==> config.mk <==
export PLATFORM = sky130hd
export DESIGN_NAME = block_dispatcher_flat
export DESIGN_NICKNAME = d
export VERILOG_FILES = /design/src/rtl/common_pkg.sv /design/src/rtl/block_dispatcher_if.sv /design/src/rtl/priority_free_picker.sv /design/src/rtl/block_dispatcher.sv /design/src/flat_wrapper.sv
export SDC_FILE = /design/constraint.sdc
export NUM_CORES = 1
export LEC_CHECK = 0
export BUFFER_PORTS_ARGS = -buffer_cell sky130_fd_sc_hd__buf_4
export CORE_MARGIN = 1.5
export CORE_UTILIZATION = 50
export CTS_CLUSTER_DIAMETER = 60
export DETAILED_ROUTE_END_ITERATION = 16
export PLACE_DENSITY = 0.84
export SLEW_MARGIN = 20
export SYNTH_ARGS = -nofsm -noshare
export SYNTH_HDL_FRONTEND = slang
export SYNTH_HIERARCHICAL = 1
export SYNTH_SLANG_ARGS = --single-unit
==> constraint.sdc <==
create_clock -name clk -period 3.5 [get_ports clk]
set_input_delay 0 -clock clk [delete_from_list [all_inputs] [get_ports clk]]
set_output_delay 0 -clock clk [all_outputs]
set_load 0.02 [all_outputs]
==> src/rtl/common_pkg.sv <==
// common_pkg: shared data widths, kernel descriptor, dispatcher states and popcount helper
package common_pkg;
  localparam int DATA_WIDTH = 8;
  localparam int MAX_CORES = 16;
  typedef logic [DATA_WIDTH-1:0] data_t;
  typedef struct packed {
    data_t num_blocks;
    data_t threads_per_block;
    data_t base_a;
    data_t base_b;
    data_t base_c;
  } kernel_config_t;
  typedef enum logic [1:0] {IDLE, RUN, DONE} dispatch_state_t;
  function automatic data_t popcount_cores(input logic [MAX_CORES-1:0] mask);
    popcount_cores = '0;
    for (int i = 0; i < MAX_CORES; i++) popcount_cores += data_t'(mask[i]);
  endfunction
endpackage

==> src/rtl/block_dispatcher_if.sv <==
// block_dispatcher_if: kernel launch and per-core start/done signals between dispatcher and core array
interface block_dispatcher_if import common_pkg::*; #(parameter int NUM_CORES = 2) ();
  logic start;
  kernel_config_t kernel_config;
  logic done;
  logic [NUM_CORES-1:0] core_start;
  data_t [NUM_CORES-1:0] core_block_id;
  logic [NUM_CORES-1:0] core_done;
  modport master(output start, kernel_config, core_done, input done, core_start, core_block_id);
  modport slave(input start, kernel_config, core_done, output done, core_start, core_block_id);
endinterface

==> src/rtl/priority_free_picker.sv <==
// priority_free_picker: lowest-index clear bit of a busy mask
module priority_free_picker #(
  parameter int NUM_CORES = 2,
  parameter int IDX_W = NUM_CORES > 1 ? $clog2(NUM_CORES) : 1
) (
  input  logic [NUM_CORES-1:0] busy,
  output logic                 found,
  output logic [IDX_W-1:0]     idx
);
  always_comb begin
    found = 1'b0;
    idx = '0;
    for (int i = NUM_CORES - 1; i >= 0; i--) begin
      if (!busy[i]) begin
        found = 1'b1;
        idx = IDX_W'(i);
      end
    end
  end
endmodule

==> src/rtl/block_dispatcher.sv <==
// block_dispatcher: hands kernel block IDs to free cores and signals kernel completion
module block_dispatcher import common_pkg::*; #(
  parameter int NUM_CORES = 2
) (
  input logic clk,
  input logic reset,
  block_dispatcher_if.slave bus
);
  localparam int IDX_W = NUM_CORES > 1 ? $clog2(NUM_CORES) : 1;
  dispatch_state_t state_q, state_d;
  data_t total_q, total_d, dispatched_q, dispatched_d, completed_q, completed_d;
  logic [NUM_CORES-1:0] busy_q, busy_d, core_start_q, core_start_d, accepted;
  data_t [NUM_CORES-1:0] block_id_q, block_id_d;
  logic done_q, done_d, free_found;
  logic [IDX_W-1:0] free_idx;
  priority_free_picker #(.NUM_CORES(NUM_CORES), .IDX_W(IDX_W)) u_picker (
    .busy (busy_q),
    .found(free_found),
    .idx  (free_idx)
  );
  // done pulses from cores we never started are dropped here
  assign accepted = bus.core_done & busy_q;
  always_comb begin
    state_d = state_q;
    total_d = total_q;
    dispatched_d = dispatched_q;
    completed_d = completed_q;
    busy_d = busy_q;
    block_id_d = block_id_q;
    done_d = done_q;
    core_start_d = '0;
    if (state_q == RUN) begin
      busy_d = busy_q & ~accepted;
      completed_d = completed_q + popcount_cores(MAX_CORES'(accepted));
      // the picker sees busy_q, so a core freed this cycle waits one cycle
      if (dispatched_q < total_q && free_found) begin
        core_start_d[free_idx] = 1'b1;
        block_id_d[free_idx] = dispatched_q;
        busy_d[free_idx] = 1'b1;
        dispatched_d = dispatched_q + 1'b1;
      end
      state_d = completed_d == total_q ? DONE : RUN;
      done_d = completed_d == total_q;
    end else if (bus.start) begin
      total_d = bus.kernel_config.num_blocks;
      dispatched_d = '0;
      completed_d = '0;
      busy_d = '0;
      state_d = total_d == '0 ? DONE : RUN;
      done_d = total_d == '0;
    end
  end
  always_ff @(posedge clk) begin
    if (reset) begin
      state_q <= IDLE;
      total_q <= '0;
      dispatched_q <= '0;
      completed_q <= '0;
      busy_q <= '0;
      block_id_q <= '0;
      done_q <= 1'b0;
      core_start_q <= '0;
    end else begin
      state_q <= state_d;
      total_q <= total_d;
      dispatched_q <= dispatched_d;
      completed_q <= completed_d;
      busy_q <= busy_d;
      block_id_q <= block_id_d;
      done_q <= done_d;
      core_start_q <= core_start_d;
    end
  end
  assign bus.done = done_q;
  assign bus.core_start = core_start_q;
  assign bus.core_block_id = block_id_q;
endmodule

==> src/flat_wrapper.sv <==
// flat-port wrapper written by rule: the top's interface ports become plain ports
module block_dispatcher_flat import common_pkg::*;
#(
  parameter int NUM_CORES = 2
)
  (clk, reset, bus_start, bus_kernel_config, bus_core_done, bus_done, bus_core_start, bus_core_block_id);
  block_dispatcher_if #(.NUM_CORES(NUM_CORES)) bus_i ();
  input logic clk;
  input logic reset;
  input wire logic [$bits(bus_i.start)-1:0] bus_start;
  input wire logic [$bits(bus_i.kernel_config)-1:0] bus_kernel_config;
  input wire logic [$bits(bus_i.core_done)-1:0] bus_core_done;
  output wire logic [$bits(bus_i.done)-1:0] bus_done;
  output wire logic [$bits(bus_i.core_start)-1:0] bus_core_start;
  output wire logic [$bits(bus_i.core_block_id)-1:0] bus_core_block_id;
  assign bus_i.start = bus_start;
  assign bus_i.kernel_config = bus_kernel_config;
  assign bus_i.core_done = bus_core_done;
  assign bus_done = bus_i.done;
  assign bus_core_start = bus_i.core_start;
  assign bus_core_block_id = bus_i.core_block_id;
  block_dispatcher #(.NUM_CORES(NUM_CORES)) u_core (.clk(clk), .reset(reset), .bus(bus_i));
endmodule
==> results.txt, run 1 <==
* Outcome: finished clean
- CP max-delay cell: sky130_fd_sc_hd__dfxtp_1
- Cell count of the worst reg-to-reg path: 10
* Final number of setup-violating endpoints: 0
- Via-per-instance ratio: approximately 5.7
- Across the run, the number of max-cap violations was 0.
* Post-CTS Resized: 0
- The synthesized netlist contains 40 unique library cells.
- Layout area overhead: 19.3%
- Post-CTS timing repair inserted 0 buffers for setup.
- CTS H-tree lvls: 2
- In this run the count of I/O pins placed on the die edge is 64.
* Total global routing track utilization: 0.212
* RR Endpoint: u_core/bus.done$_SDFFE_PP0P_
* Clock-pin slew on the worst setup and hold paths: about 0.090 ns
- After detailed routing, the average wire length per cell comes to around 14 microns.
- TritonCTS built the clock tree.
- Time the worst path needs with I/O delays and setup: roughly 2.5 ns
* Most common library cell in the layout ignoring fill and taps: sky130_fd_sc_hd__dfxtp_1
- Data on the critical path arrives at its endpoint at 2.73 ns.
- Setup repair after global routing missed its margin: false
- Cell-by-cell trace of the critical path: nand2_1 -> fa_1 -> inv_1 -> ha_1 -> nand3_1 -> nor2_1 -> xnor2_1 -> nand4_1 -> o31ai_1 -> and2_1
- Post-route DRC violation count: 0
* Cell Count Post-Placement: 349
* Achievable clock frequency: slightly above 0.4 GHz
* Avg Cell Area, Syn: around 8.4 sq um
* Number of buffers added by the clock tree synthesis step: 5
- The detailed router finished its first iteration with between 100 and 150 violations.
- Fill cells in the final layout number approximately 370.
- After the flow finishes, the layout carries non-filler instances totaling 367.
- Number of storage elements in the synthesis netlist: 46
* Data required time at the worst endpoint: 3.74 ns
* Slew at the pin closest to its max-slew limit: slightly above 0.7 ns
- Total overflow reported by the global router: 0
- Max stage delay on crit path: 0.42 ns
* Combined flip-flop and latch cell area: roughly 920 sq um
- Type of the most critical hold path: input port to flop
- Synthesis warning total: 6
- Summing all multi-input logic gate instances after layout gives 1300 sq um.
- The first detailed-routing pass took 4 iterations.
* Number of nets with antenna violations after routing: 0
* Post-synth design cell area: ~2300 sq um
- Routed wire length: approximately 5200 microns
* Net count after synthesis: between 300 and 400
* Number of antenna violations at the first check in global routing: 0
* Number of antenna diodes: 0
* Area of the die: approximately 5000 sq um
- Buffers placed on the I/O ports in this run total 31.
- Skew-Pair Late Insertion Delay: about 0.30 ns
- Count of flip-flops with a built-in enable after synthesis: 0
- Number of hold buffers added after cts: 10
- Routability-driven placement finished with a final weighted congestion of roughly 0.86.
- In the synthesized netlist the dominant register cell turns out to be sky130_fd_sc_hd__dfxtp_1.
- Hold path startpoint: bus_start
- Worst slew margin relative to its limit: 0.531
- The final number of hold-violating endpoints was 0.
* Worst clock skew: roughly 0.012 ns
- For hold timing, the worst endpoint is u_core/completed_q[1]$_SDFFE_PP0P_.
- The longest clock path from root to sink contains 2 buffers.
* Std cell rows: 24
* Sum of net half-perimeters after detailed placement: roughly 3400 microns
- Width of the chip: 71.0 microns
- Prior to clock tree synthesis, the placed netlist has a worst setup slack of between 1 and 1.5 ns.
* CP delay by family, top: simple AND/OR/NAND/NOR gates
- Power density relative to cell area: between 300 and 400 nW/um^2
- Share of synthesized area occupied by flip-flops and latches: 0.398
- Of all nets on the critical path, the largest fanout is 5.
* Final core utilization: 0.626
- In this run the number of cells on the critical path is 10.
- The first global-routing pass estimated 8610 microns of wire.
- Number of cells on the worst hold path: 4
* Critical path buffers and inverters: 1
- CTS placed an instance of sky130_fd_sc_hd__clkbuf_8 at the clock tree root.
* Pins Over Slew Limit: 0
* Vias in the first global route: ~2,000
- Final WS setup: slightly above 1 ns
- Counting flops with an async set or reset pin after synthesis yields a share of 0.
- The die is about 70 microns tall.
- Core region area: around 4400 sq um
* FF-to-FF setup slack: 1.01 ns
- Initial core utilization: 0.524
- Post-Route Setup TNS: 0 ns
* CTS sink count: 46
- Commonest cells after routing, fill and taps aside: 46 x sky130_fd_sc_hd__dfxtp_1, 38 x sky130_fd_sc_hd__nand2_1, 35 x sky130_fd_sc_hd__nor2_1, 31 x sky130_fd_sc_hd__buf_4, 23 x sky130_fd_sc_hd__a21oi_1
* Static leakage: around 1.0 nW
* Pin count of the biggest net entering global routing: 49
* Number of standard cells after synthesis: about 280
- The critical path in this run is classified as flop to flop.
- Final Cycle Share: 0.710
- The routed layout has 2,093 vias.
* Final-stage net count: between 300 and 400
* Critical R2R Launch: u_core/busy_q[1]$_SDFFE_PP0P_
- Fraction of layout cells with a size suffix above 1: 0.156
- Crit start category: flop
- Maximum VDD drop: between 200 and 250 uV
- CP Capture Type: flop
cell type report:
cell class                      count  area share
Multi-Input combinational cell    207       0.472
Sequential cell                    46       0.333
Clock inverter                      3     0.00770
Inverter                           13      0.0177
Timing Repair Buffer               41       0.121
Clock buffer                        5      0.0249
Tap cell                           52      0.0236
worst register-to-register path, delay by kind of cell, from the launching register on:
family                     cells  cell delay [ns]
adders and majority gates      2             0.63
and+or+nand+nor                5             0.82
buffers and inverters          1             0.08
xor gates and xnor gates       1             0.15
AOI/OAI and AO/OA              1             0.33
DFF                            1             0.42
power breakdown:
part	internal (mW)	leakage, nW	switching [mW]
registers	0.537	0.372	0.0160
logic	0.0663	0.626	0.105
clock network	0.140	0.0441	0.182
worst max path at each step:
stage	startpoint	endpoint
after detailed placement	u_core/busy_q[1]$_SDFFE_PP0P_	u_core/state_q[0]$_SDFFE_PP0P_
after floorplan	u_core/total_q[5]$_SDFFE_PP0P_	u_core/dispatched_q[7]$_SDFFE_PP0P_
after CTS	u_core/busy_q[1]$_SDFFE_PP0P_	u_core/state_q[0]$_SDFFE_PP0P_
after global routing	u_core/busy_q[1]$_SDFFE_PP0P_	u_core/bus.done$_SDFFE_PP0P_
final	u_core/busy_q[1]$_SDFFE_PP0P_	u_core/bus.done$_SDFFE_PP0P_
after global placement	u_core/busy_q[1]$_SDFFE_PP0P_	u_core/state_q[0]$_SDFFE_PP0P_
cells in the mapped netlist (all sizes together) (3+ instances only):
cell	instances	area share
a31oi	5	0.014
nand4b	3	0.014
ha	9	0.049
a21o	3	0.013
a21oi	26	0.061
o21ai	11	0.025
nand3b	4	0.013
inv	13	0.021
mux2i	16	0.069
a211o	3	0.011
nand3	13	0.028
xor2	3	0.011
nor3	7	0.015
nand2	38	0.062
xnor2	6	0.023
nand2b	3	0.0081
dfxtp	46	0.40
clkbuf	11	0.018
nor2	35	0.057
stage by stage:
step | cell area [sq um] | hold WS, ns | power [mW]
floorplan | 2310 | 0.136 | 0.680
global placement | 2570 | 0.267 | 0.719
detailed placement | 2570 | 0.269 | 0.723
CTS | 2760 | 0.0776 | 1.05
global route | 2760 | 0.123 | 1.09
finish | 2760 | 0.0945 | 1.05
flip-flops by register name (all words and copies together) (netlist names):
signal / flops
u_core/completed_q: 8
u_core/bus.done: 1
u_core/state_q: 1
u_core/bus.core_block_id: 16
u_core/dispatched_q: 8
u_core/busy_q: 2
u_core/bus.core_start: 2
u_core/total_q: 8
cells by family (layout without fill, tap and decap cells):
logic type,count (synthesis),in the layout,share of synthesized area
muxes,16,16,0.0692
xor gates and xnor gates,9,9,0.0341
adders and majority gates,10,10,0.0573
AOI/OAI and AO/OA,56,56,0.164
and+or+nand+nor,116,116,0.239
buffers and inverters,24,62,0.0389
DFF,46,46,0.398
metal layers:
metal / global-route usage / vias to the layer above / routed length [microns]
met2: 0.375 / 52 / 2590
li1: - / 1041 / -
met3: 0.0527 / 10 / 244
met5: 0 / - / 0
met4: 0.0797 / 0 / 63
met1: 0.246 / 990 / 2320
(Power assumes the default switching activity.)
==> inputs of run 2 (changes only) <==
clock period = 2.37 ns   (was 3.5 ns; I/O delays follow)
==> run 2 against run 1 <==
Effect of this change: sequential cell count did not move; total power rose by 72%; clock-buffer cell count did not move; core utilization rose by 3.8 points; die area did not move; worst setup slack got worse by 0.93 ns; clock skew fell by 0.0062 ns; critical endpoint is now u_core/dispatched_q[7]$_SDFFE_PP0P_; largest power group unchanged; highest routed layer unchanged.
==> results.txt, run 2 (same netlist as run 1, synthesis figures left out) <==
- Outcome: finished clean
* Fraction of layout cells with a size suffix above 1: 0.201 (+0.0457)
* WL/cell: 14.6 microns (+2.8%)
- Total global routing track utilization: 0.226 (+0.0143)
* Via-per-instance ratio: 5.58 (-2.1%)
- The actual slew at the worst max-slew pin came to 0.682 ns (-0.0218 ns).
- The via count is 2,122 (+1.4%).
- Final hold slack: 0.0889 ns (-0.00557 ns)
* Pin count of the biggest net entering global routing: 49 (unchanged)
- Number of placed I/O pins: 64 (unchanged)
- Reg power frac: 0.454 (-0.074)
- The count of unresolved DRC violations after routing is 0 (unchanged).
* Core region area: 4410 sq um (unchanged)
- The post-layout minimum cycle time is 2.28 ns (-0.200 ns).
* Final Cycle Share: 0.964 (+0.254)
* Setup repair after global routing missed its margin: false
- Die boundary height: 71.0 microns (unchanged)
* Vias in the first global route: 1,968 (+0.66%)
- The number of buffers created by CTS came to 5 (unchanged).
* Number of nets with antenna violations after routing: 0 (unchanged)
- Crit start category: flop
- The internal power of the cells came to 1.33 mW (+78%).
- The buffers inserted during post-CTS setup optimization came to 0 (unchanged).
* # fillers: 352 (-3.6%)
- The final number of hold-violating endpoints is 0 (unchanged).
- The number of flip-flops in the largest register came to 16 (unchanged).
* Area of the die: 5050 sq um (unchanged)
- CTS sink count: 46 (unchanged)
* Pins Over Slew Limit: 0 (unchanged)
* Initial core utilization: 0.524 (unchanged)
* Signal arrival time at the worst endpoint: 2.52 ns (-0.21 ns)
- The worst slew margin relative to its limit was 0.545 (+0.0146).
- The area growth from synthesis to layout is 26.5%.
- The power spent charging and discharging nets was 0.470 mW (+55%).
- The min-delay analysis places its worst path in the category input port to flop.
- The placer congestion estimate was 0.910 (+5.8%).
* Skew-Pair Late Insertion Delay: 0.30 ns (about the same)
- Power density relative to cell area: 614 nW/um^2 (+62%)
* Maximum VDD drop: 479 uV (+99%)
- The floorplan row count came to 24 (unchanged).
* Routed wire length: 5560 microns (+6.4%)
- The initial detailed-routing violation count is 142 (+34%).
- The post-route clock skew is 0.00545 ns (-0.00621 ns).
* Clock network fraction of total power: 0.393 (+0.085)
- The library cells used most frequently in the layout, excluding fill and tap cells, are 45 x sky130_fd_sc_hd__dfxtp_1, 44 x sky130_fd_sc_hd__buf_4, 38 x sky130_fd_sc_hd__nand2_1, 34 x sky130_fd_sc_hd__nor2_1, 23 x sky130_fd_sc_hd__a21oi_1.
* Clock buffer depth: 2 (unchanged)
* Post-Route Setup TNS: 0 ns (unchanged)
- Total overflow reported by the global router: 0 (unchanged)
- The total of buffers placed on input and output ports was 31 (unchanged).
* Width of the chip: 71.0 microns (unchanged)
- Clock root cell: sky130_fd_sc_hd__clkbuf_8
- The number of levels the H-tree was split into was 2 (unchanged).
* First-pass iteration count of the detailed router: 4 (unchanged)
- The net switching fraction of the power is 0.262 (-0.0280).
- CTS tree: built
- Number of antenna violations at the first check in global routing: 0 (unchanged)
- Achievable clock frequency: 0.438 GHz (+8.8%)
- The leakage component of the power was 1.14 nW (+8.9%).
- Maximum fanout count along the critical path: 9 (+4)
- Most common library cell in the layout ignoring fill and taps: sky130_fd_sc_hd__dfxtp_1
* CP Capture Type: flop
* Crit Path Class: flop to flop
* Max-cap violations: 0 (unchanged)
- The half-perimeter wire length after placement is 3620 microns (+5.2%).
- The count of inserted antenna diode cells came to 0 (unchanged).
* Part of the total power dissipated in combinational logic: 0.153 (-0.011)
- The number of nets in the layout came to 382 (+3.5%).
- Final number of setup-violating endpoints: 0 (unchanged)
- Clock-pin slew on the worst setup and hold paths: 0.09 ns (about the same)
- The critical path required time came to 2.61 ns (-1.13 ns).
- The first-pass GRT wire length was 9140 microns (+6.1%).
## run 2: worst paths after layout
| check | cells past startpoint | startpoint | endpoint | slack [ns] |
|---|---|---|---|---|
| min reg2reg | 2 | u_core/total_q[5]$_SDFFE_PP0P_ | u_core/total_q[5]$_SDFFE_PP0P_ | 0.48 |
| min | 4 | bus_start | u_core/state_q[0]$_SDFFE_PP0P_ | 0.09 |
| max | 8 | u_core/total_q[5]$_SDFFE_PP0P_ | u_core/dispatched_q[7]$_SDFFE_PP0P_ | 0.09 |
| max reg2reg | 8 | u_core/total_q[5]$_SDFFE_PP0P_ | u_core/dispatched_q[7]$_SDFFE_PP0P_ | 0.09 |
## run 2: cell type report
type                    count  area (sq um)  area share
flip-flops and latches     46           922       0.315
clock inverters             3          68.8      0.0235
multi-input cells         207          1320       0.452
inverters                  13          48.8      0.0167
repair buffers             54           430       0.147
clock buffers               5          68.8      0.0235
well taps                  52          65.1      0.0222
## run 2: metrics by stage
step                setup slack, ns  total power, mW  instances  instance area (sq um)   util
finish                       0.0851             1.80        380                   2930  0.663
global route                0.00441             1.86        380                   2930  0.663
CTS                          0.0286             1.79        380                   2910  0.658
detailed placement           0.0524             1.08        362                   2670  0.605
global placement              0.114             1.08        362                   2670  0.605
floorplan                     0.212             1.00        277                   2310      -
## run 2: what timing repair did
| action | in CTS | in global routing |
|---|---|---|
| endpoints found under the hold margin | 10 | 0 |
| hold buffers | 10 | 0 |
| setup endpoints to repair | 0 | 4 |
| gates resized for setup | 0 | 5 |
## run 2: power by group through the flow
stage / combinational (mW) / clock [mW] / sequential [mW]
6_report: 0.274 / 0.706 / 0.817
4_1_cts: 0.263 / 0.712 / 0.815
3_3_place_gp: 0.244 / 0 / 0.833
2_1_floorplan: 0.172 / 0 / 0.831
3_5_place_dp: 0.249 / 0 / 0.833
5_1_grt: 0.300 / 0.746 / 0.819
## run 2: routing by layer
layer / vias up / part of all wire / global-route usage
met4: 0 / 0.017 / 0.0860
met3: 11 / 0.050 / 0.0499
li1: 1063 / - / -
met5: - / 0 / 0
met1: 992 / 0.45 / 0.285
met2: 56 / 0.48 / 0.378
## run 2: critical path, stage by stage, from the launching register on
cell,delay [ns]
sky130_fd_sc_hd__dfxtp_2,0.35
sky130_fd_sc_hd__inv_1,0.05
sky130_fd_sc_hd__ha_1,0.30
sky130_fd_sc_hd__a211o_1,0.31
sky130_fd_sc_hd__a21oi_2,0.17
sky130_fd_sc_hd__o21ai_4,0.13
sky130_fd_sc_hd__a21o_4,0.27
sky130_fd_sc_hd__or4_1,0.50
sky130_fd_sc_hd__a21oi_1,0.14
==> inputs of run 3 (changes only) <==
clock period = 2.9 ns   (was 2.37 ns; I/O delays follow)
==> run 3 against run 2 <==
Effect of this change: clock power shrank 33%; wire length shrank 8.5%; sequential power shrank 18%; first-iteration DRC count grew 7.7%; global-route usage shrank 0.97 points; critical endpoint is now u_core/bus.done$_SDFFE_PP0P_; highest routed layer unchanged.
==> results.txt, run 3 (same netlist as run 1, synthesis figures left out) <==
- The run finished with clean final reports.
- Core region area: 4410 sq um (unchanged)
- RD Place Congestion: 0.868 (-4.6%)
- The cell area after layout is 2790 sq um (-4.7%).
* Max-cap violations: 0 (unchanged)
- Routed wire length: 5090 microns (-8.5%)
- The number of filler instances in the final layout came to 360 (+2.3%).
- The critical path required time is 3.15 ns (+0.54 ns).
* Initial core utilization: 0.524 (unchanged)
* Cell count of the worst reg-to-reg path: 10 (+2)
- Number of nets with antenna violations after routing: 0 (unchanged)
- STA classifies the critical path endpoint as a flop.
- Die boundary height: 71.0 microns (unchanged)
- The initial detailed-routing violation count was 153 (+7.7%).
- Setup repair after global routing missed its margin: false
- Clock network fraction of total power: 0.353 (-0.040)
* Commonest cells after routing, fill and taps aside: 46 x sky130_fd_sc_hd__dfxtp_1, 38 x sky130_fd_sc_hd__nand2_1, 35 x sky130_fd_sc_hd__nor2_1, 32 x sky130_fd_sc_hd__buf_4, 23 x sky130_fd_sc_hd__a21oi_1
- The detail-routed via count per cell was 5.68 (+1.7%).
- The post-layout minimum cycle time is 2.50 ns (+0.219 ns).
* Final Cycle Share: 0.863 (-0.101)
- The worst slew margin relative to its limit was 0.529 (-0.0166).
* Part of the total power dissipated in combinational logic: 0.153 (about the same)
- The leakage component of the power came to 1.06 nW (-7.1%).
* Crit Path Class: flop to flop
- Wire length of the first global-routing pass: 8640 microns (-5.4%)
- Worst clock skew: 0.0111 ns (+0.00570 ns)
* Pins Over Slew Limit: 0 (unchanged)
* CTS sink count: 46 (unchanged)
* Cell Count Post-Placement: 350 (-3.3%)
- The overall fraction of global-route tracks in use was 0.216 (-0.00975).
* Total overflow reported by the global router: 0 (unchanged)
- The actual slew at the worst max-slew pin was 0.707 ns (+0.0248 ns).
- The I/O pin total came to 64 (unchanged).
- CTS tree: built
- The total of buffers placed on input and output ports came to 31 (unchanged).
- Crit start category: flop
- Skew-Pair Late Insertion Delay: 0.30 ns (about the same)
- The number of nets in the layout is 370 (-3.1%).
* Post-route DRC violation count: 0 (unchanged)
- The worst hold path belongs to the class input port to flop.
- The highest clock rate came to 0.399 GHz (-8.7%).
- The total negative slack is 0 ns (unchanged).
- NetSw: 0.361 mW (-23%)
- Most common library cell in the layout ignoring fill and taps: sky130_fd_sc_hd__dfxtp_1
- The hold path depth was 4 (unchanged).
- Max reg flops: 16 (unchanged)
- Final core utilization: 0.632 (-0.0315)
- The sequential power share came to 0.494 (+0.040).
- Number of antenna diodes: 0 (unchanged)
- The peak supply drop was 373 uV (-22%).
* Sum of net half-perimeters after detailed placement: 3510 microns (-3.0%)
- Layout area overhead: 20.5%
- The fraction of layout cells with a size suffix above 1 is 0.155 (-0.0462).
- Vias in the first global route: 1,891 (-3.9%)
- The number of levels the H-tree was split into is 2 (unchanged).
- The total of endpoints with negative setup slack in the final report is 0 (unchanged).
- Count of endpoints failing hold in the final timing report: 0 (unchanged)
* Power density relative to cell area: 484 nW/um^2 (-21%)
- Std cell rows: 24 (unchanged)
* Number of antenna violations at the first check in global routing: 0 (unchanged)
- Int Power: 0.987 mW (-26%)
- Clock-pin slew on the worst setup and hold paths: 0.09 ns (about the same)
- Cell area after placement: 2580 sq um (-3.4%)
- Number of buffers added by the clock tree synthesis step: 5 (unchanged)
* Switching power share of the total: 0.268 (+0.00635)
* Non-Filler Instances: 368 (-3.2%)
* Pin count of the biggest net entering global routing: 49 (unchanged)
- The detailed-routing iteration count for the pre-antenna-repair pass is 4 (unchanged).
- Width of the chip: 71.0 microns (unchanged)
- Clock buffer depth: 2 (unchanged)
- The maximum fanout count along the critical path came to 5 (-4).
- The cell sitting at the root of the clock tree is a sky130_fd_sc_hd__clkbuf_8.
- The die footprint was 5050 sq um (unchanged).
- The via count came to 2,090 (-1.5%).
- WL/cell: 13.8 microns (-5.5%)
* Signal arrival time at the worst endpoint: 2.75 ns (+0.23 ns)
run 3: critical path: stages (launching register included):
cell and delay (ns):
sky130_fd_sc_hd__dfxtp_1 0.43, sky130_fd_sc_hd__nand2_1 0.10, sky130_fd_sc_hd__fa_1 0.40, sky130_fd_sc_hd__inv_1 0.07, sky130_fd_sc_hd__ha_1 0.21, sky130_fd_sc_hd__nand3_1 0.21, sky130_fd_sc_hd__nor2_1 0.24, sky130_fd_sc_hd__xnor2_1 0.15
sky130_fd_sc_hd__nand4_1 0.12, sky130_fd_sc_hd__o31ai_1 0.35, sky130_fd_sc_hd__and2_1 0.18
run 3: metrics by stage:
stage | setup slack (ns) | power [mW] | hold slack (ns)
floorplan | 0.742 | 0.820 | 0.136
global placement | 0.531 | 0.871 | 0.269
detailed placement | 0.455 | 0.875 | 0.276
CTS | 0.420 | 1.36 | 0.0608
global route | 0.216 | 1.41 | 0.127
finish | 0.396 | 1.35 | 0.0885
run 3: cell type report:
cell class	count	area, sq um	area share
Multi-Input combinational cell	207	1300	0.467
Sequential cell	46	921	0.330
Timing Repair Buffer	42	340	0.122
Clock buffer	6	72.6	0.0260
Tap cell	52	65.1	0.0233
Inverter	13	48.8	0.0175
Clock inverter	2	37.5	0.0135
run 3: routing by layer:
metal,GRT usage,vias to the layer above,part of all wire
li1,-,1035,-
met1,0.267,989,0.43
met2,0.361,52,0.49
met3,0.0541,14,0.047
met4,0.0881,0,0.029
met5,0,-,0
run 3: final timing paths:
path,from,slack (ns),end
worst max register to register,u_core/busy_q[1]$_SDFFE_PP0P_,0.40,u_core/bus.done$_SDFFE_PP0P_
worst min-delay path,bus_start,0.09,u_core/completed_q[1]$_SDFFE_PP0P_
worst max-delay path,u_core/busy_q[1]$_SDFFE_PP0P_,0.40,u_core/bus.done$_SDFFE_PP0P_
worst min register to register,u_core/total_q[6]$_SDFFE_PP0P_,0.50,u_core/total_q[6]$_SDFFE_PP0P_
run 3: power by group through the flow:
stage | logic, mW | registers [mW] | clock network, mW
6_report | 0.206 | 0.666 | 0.476
3_5_place_dp | 0.194 | 0.681 | 0
5_1_grt | 0.229 | 0.670 | 0.508
2_1_floorplan | 0.141 | 0.679 | 0
4_1_cts | 0.205 | 0.666 | 0.485
3_3_place_gp | 0.190 | 0.681 | 0
run 3: timing repair:
action	4_1_cts	5_1_grt
hold buffers	10	0
gates resized for setup	0	0
endpoints found under the hold margin	10	0
endpoints found under the setup margin	0	0
buffers inserted	0	0
